## config.mk

```make
export PLATFORM = sky130hd
export DESIGN_NAME = fetch_unit
export DESIGN_NICKNAME = d
export VERILOG_FILES = /design/src/rtl/fetch_unit.sv
export SDC_FILE = /design/constraint.sdc
export NUM_CORES = 1
export LEC_CHECK = 0
export CAP_MARGIN = 40
export CORE_ASPECT_RATIO = 0.6
export CORE_MARGIN = 5
export CORE_UTILIZATION = 31
export CTS_BUF_LIST = sky130_fd_sc_hd__clkbuf_4
export DETAILED_ROUTE_END_ITERATION = 8
export HOLD_SLACK_MARGIN = 0.03
export SLEW_MARGIN = 10
export SYNTH_ARGS = -nofsm -noshare
export SYNTH_HDL_FRONTEND = slang
export SYNTH_SLANG_ARGS = --single-unit
```

## constraint.sdc

```tcl
create_clock -name clk -period 4.7 [get_ports clk]
set_input_delay 0.47 -clock clk [delete_from_list [all_inputs] [get_ports clk]]
set_output_delay 0.47 -clock clk [all_outputs]
set_load 0.02 [all_outputs]
```

## src/rtl/fetch_unit.sv

```systemverilog
// Fetch stage: owns the PC, addresses instruction memory and
// registers each returned word with its PC into a valid/ready slot.
module fetch_unit #(
  parameter logic [31:0] RESET_PC   = 32'h0000_0000,
  parameter logic [31:0] HALT_INSTR = 32'hFFFF_FFFF
) (
  input  logic        clk,
  input  logic        reset,
  output logic [31:0] imem_addr,
  input  logic [31:0] imem_data,
  input  logic        redirect_valid,
  input  logic [31:0] redirect_pc,
  output logic        out_valid,
  input  logic        out_ready,
  output logic [31:0] out_instr,
  output logic [31:0] out_pc,
  output logic        halted,
  output logic        misalign_err,
  output logic [31:0] fetch_count
);

  typedef enum logic [1:0] {
    BOOT = 2'd0,
    RUN  = 2'd1,
    HALT = 2'd2
  } state_e;

  state_e      state_q, state_d;
  logic [31:0] pc_q, pc_d;
  logic        vld_q, vld_d;
  logic [31:0] instr_q, instr_d;
  logic [31:0] opc_q, opc_d;
  logic        mis_q, mis_d;
  logic [31:0] cnt_q, cnt_d;

  logic        load;
  logic        accept;
  logic        is_halt;
  logic [31:0] redir_al;

  assign is_halt  = (imem_data == HALT_INSTR);
  assign accept   = vld_q && out_ready;
  assign redir_al = {redirect_pc[31:2], 2'b00};
  assign load     = (state_q == RUN)
                  && (!vld_q || out_ready)
                  && !redirect_valid;

  // State register.
  always_ff @(posedge clk or posedge reset) begin
    if (reset) begin
      state_q <= BOOT;
    end else begin
      state_q <= state_d;
    end
  end

  // Next state: redirect wins, BOOT lasts one cycle, halt word parks.
  always_comb begin
    state_d = state_q;
    priority case (1'b1)
      redirect_valid:     state_d = RUN;
      state_q == BOOT:    state_d = RUN;
      load && is_halt:    state_d = HALT;
      default:            state_d = state_q;
    endcase
  end

  // Outputs decoded from state and the slot registers.
  always_comb begin
    imem_addr    = pc_q;
    halted       = (state_q == HALT);
    out_valid    = vld_q;
    out_instr    = instr_q;
    out_pc       = opc_q;
    misalign_err = mis_q;
    fetch_count  = cnt_q;
  end

  // Datapath next values for PC, slot, error pulse and counter.
  always_comb begin
    pc_d    = pc_q;
    vld_d   = vld_q;
    instr_d = instr_q;
    opc_d   = opc_q;
    mis_d   = 1'b0;
    cnt_d   = accept ? cnt_q + 32'd1 : cnt_q;
    priority case (1'b1)
      redirect_valid: begin
        pc_d  = redir_al;
        vld_d = 1'b0;
        mis_d = |redirect_pc[1:0];
      end
      load: begin
        instr_d = imem_data;
        opc_d   = pc_q;
        vld_d   = 1'b1;
        pc_d    = is_halt ? pc_q : pc_q + 32'd4;
      end
      out_ready: begin
        vld_d = 1'b0;
      end
      default: begin
        vld_d = vld_q;
      end
    endcase
  end

  // Slot, PC and counter registers.
  always_ff @(posedge clk or posedge reset) begin
    if (reset) begin
      pc_q    <= RESET_PC;
      vld_q   <= 1'b0;
      instr_q <= 32'h0;
      opc_q   <= 32'h0;
      mis_q   <= 1'b0;
      cnt_q   <= 32'h0;
    end else begin
      pc_q    <= pc_d;
      vld_q   <= vld_d;
      instr_q <= instr_d;
      opc_q   <= opc_d;
      mis_q   <= mis_d;
      cnt_q   <= cnt_d;
    end
  end

endmodule
```

==> results by group <==
Clock tree
  – Total CTS buffers: 17
  – Register clock-pin slew on the reported worst setup and hold paths: 0.12 ns
  – Resized cells post-CTS: 0
  – Insertion delay to the later sink of the worst-skew pair: 0.53 ns
  – Hold Buf Count CTS: 0
  – Postcts setup bufs: 0
  – CTS tree: built
  – Clock tree root buffer cell: clkbuf_4
  – H-tree depth: 4
  – Buffer levels on the longest clock path: 2
  – # clock sinks: 128

Critical path
  – Startpoint types: flop
  – CP Data Required Time: 5.12 ns
  – Critical path cell sequence: nor2b_1, nand2_1, nor2_4, buf_12, mux2_2
  – Critical Path Sink Type: flop
  – Crit path max-delay family: simple AND/OR/NAND/NOR gates
  – Crit path max fanout: 45
  – Largest stage delay, worst path: 0.59 ns
  – Worst endpoint data arrival time: 2.99 ns
  – CP max-delay cell: nor2_4
  – Bufs and invs on worst path: 1
  – CP Class: flop to flop

Layout
  – Sequential Area: 0.003203 mm²
  – Share of layout cells above drive strength 1: 15.69%
  – Diode count: 0
  – Fillcell total: 1742
  – Final core utilization: 44.84%
  – Area grow syn2layout: 42.82%
  – Multi-input logic area: 0.002605 mm²
  – Final nets: 771

Route
  – 1st-pass router iterations: 4
  – Routed Antenna Nets: 0
  – Routed vias/inst: 4.854
  – DRT iter0 DRCs: 277
  – WL final: 17130 µm
  – Wirelength per Cell: 17.84 µm
  – # DRC: 0
  – Vias: 4660

Power
  – Pwr Total: 3.004 mW
  – PwrDens: 354.8 mW/mm²
  – VDD IR max: 0.2079 mV
  – Leakage: 3.404 nW

Global routing
  – Largest net degree at the start of global routing: 89
  – First-pass GRT wire length: 27200 µm
  – Grt total ovfl: 0
  – Initial antenna violation count: 0
  – Vias in the first global route: 4960
  – GRT Overall Usage: 15.78%

Hold path
  – Hold Path Class: input port to async pin

Timing
  – Clock skew: 0.02016 ns
  – RSZ-0062 raised after global routing: no
  – Slew headroom: 41.45%
  – Hold violation count in the final report: 0
  – FMAX: 389.3 MHz
  – Final Setup Violations: 0
  – Worst-Margin Slew: 0.8783 ns
  – Fin. max-slew vios: 0
  – Setup_tns: 0 ns
  – Final Cycle Share: 54.65%
  – Period minus WS final: 2.569 ns
  – Hold WS: 0.2158 ns

Placement
  – Final GP Congestion: 0.8796
  – Detail Placement HPWL: 12540 µm
  – PortBufs: 194

Logic synthesis
  – Register area share after synthesis: 54.03%
  – Syn Area/Cell: 11.79 µm²
  – Async SR Flop Fraction: 100.0%
  – Seq cells post-synth: 128
  – Distinct cells, synth: 50
  – Ys flop type: dfrtp_1
  – YS warnings: 0
  – Mapped Cells: 503
  – Cell Area, Synth: 0.005928 mm²
  – Post-synth EDFFs: 0

Die
  – Starting Density: 31.39%
  – # IOs: 199
  – Row count: 39
  – Core ar.: 0.01888 mm²
  – Die area: 0.02208 mm²
  – Die height: 117.1 µm
  – Die Wd: 188.5 µm

Flow run
  – MaxCap Viol Count: 0

Run status
  – Status: finished, final reports clean
==> registers in the layout, indices dropped and copies added, names as in the netlist <==
register	count
imem_addr	30
fetch_count	32
out_instr	32
out_valid	1
out_pc	30
state_q	2
misalign_err	1
==> cells in the final DEF (no fill, tap or decap), types with 12 or more instances in the layout <==
master | netlist | final
clkdlybuf4s50_1 | 0 | 193
xor2_1 | 12 | 12
nand3_1 | 25 | 25
nor2_1 | 17 | 16
nand4_1 | 21 | 21
nand2_1 | 43 | 43
dfrtp_1 | 128 | 128
nor2b_1 | 12 | 12
mux2i_1 | 13 | 13
clkbuf_4 | 0 | 18
xnor2_1 | 31 | 31
mux2_2 | 65 | 65
==> power breakdown <==
group	switching, mW	internal, mW
clock	0.428	0.363
sequential	0.141	1.24
combinational	0.397	0.432
==> final timing paths <==
check / from / to / slack [ns] / depth (start not counted)
hold / removal: reset / out_instr[0]$_DFFE_PP0P_ / 0.22 / 2
min in group clk: redirect_valid / out_pc[25]$_DFFE_PP0P_ / 0.45 / 3
setup / recovery: state_q[1]$_DFFE_PP0P_ / out_instr[19]$_DFFE_PP0P_ / 2.13 / 5
max in group asynchronous: reset / fetch_count[12]$_DFFE_PP0P_ / 3.80 / 3
hold reg to reg: fetch_count[31]$_DFFE_PP0P_ / fetch_count[31]$_DFFE_PP0P_ / 0.48 / 1
setup reg to reg: state_q[1]$_DFFE_PP0P_ / out_instr[19]$_DFFE_PP0P_ / 2.13 / 5
==> Yosys cell counts (7+ instances only) <==
| cell | n | area [µm²] |
|---|---|---|
| a22oi_1 | 9 | 67.56 |
| and3_1 | 9 | 56.30 |
| and4_1 | 7 | 61.31 |
| clkbuf_1 | 17 | 63.81 |
| dfrtp_1 | 128 | 3203 |
| inv_1 | 11 | 41.29 |
| mux2_2 | 65 | 732.0 |
| mux2i_1 | 13 | 130.1 |
| nand2_1 | 43 | 161.4 |
| nand2b_1 | 7 | 43.79 |
| nand3_1 | 25 | 125.1 |
| nand4_1 | 21 | 131.4 |
| nor2_1 | 17 | 63.81 |
| nor2b_1 | 12 | 75.07 |
| nor3_1 | 10 | 50.05 |
| o21ai_0 | 10 | 50.05 |
| xnor2_1 | 31 | 271.5 |
| xor2_1 | 12 | 105.1 |
==> kinds of logic after synthesis <==
logic type | count (synthesis) | synth area share [%]
XOR/XNOR | 43 | 6.353
AO/OA/AOI/OAI | 49 | 6.564
AND/OR/NAND/NOR | 167 | 15.53
buffers and inverters | 35 | 2.490
flip-flops | 128 | 54.03
other | 1 | 0.06326
adder cells (fa/ha/maj) | 2 | 0.4221
multiplexers | 78 | 14.54
==> stage by stage <==
stage / area, µm² / cells / worst slack [ns]
floorplan: 5939 / 506 / 0.8174
global placement: 8134 / 925 / 1.725
detailed placement: 8173 / 927 / 1.588
CTS: 8456 / 959 / 2.131
global route: 8467 / 960 / 1.939
finish: 8467 / 960 / 2.131
==> layer usage <==
metal	GRT usage (%)	vias to the layer above	part of all wire, %
li1	-	2209	-
met1	20.79	2276	46
met2	23.54	159	44
met3	7.113	16	8.8
met4	4.901	0	1.2
met5	0	-	0
==> cell type report <==
class                      count  area share [%]
timing repair buffer         200           23.88
multi-input combinational    343           30.77
clock inverter                14           1.744
clock buffer                  18           1.596
tap                          246           3.635
inverter                      11          0.5468
sequential                   128           37.83
Power figures use the tool's default switching activity.
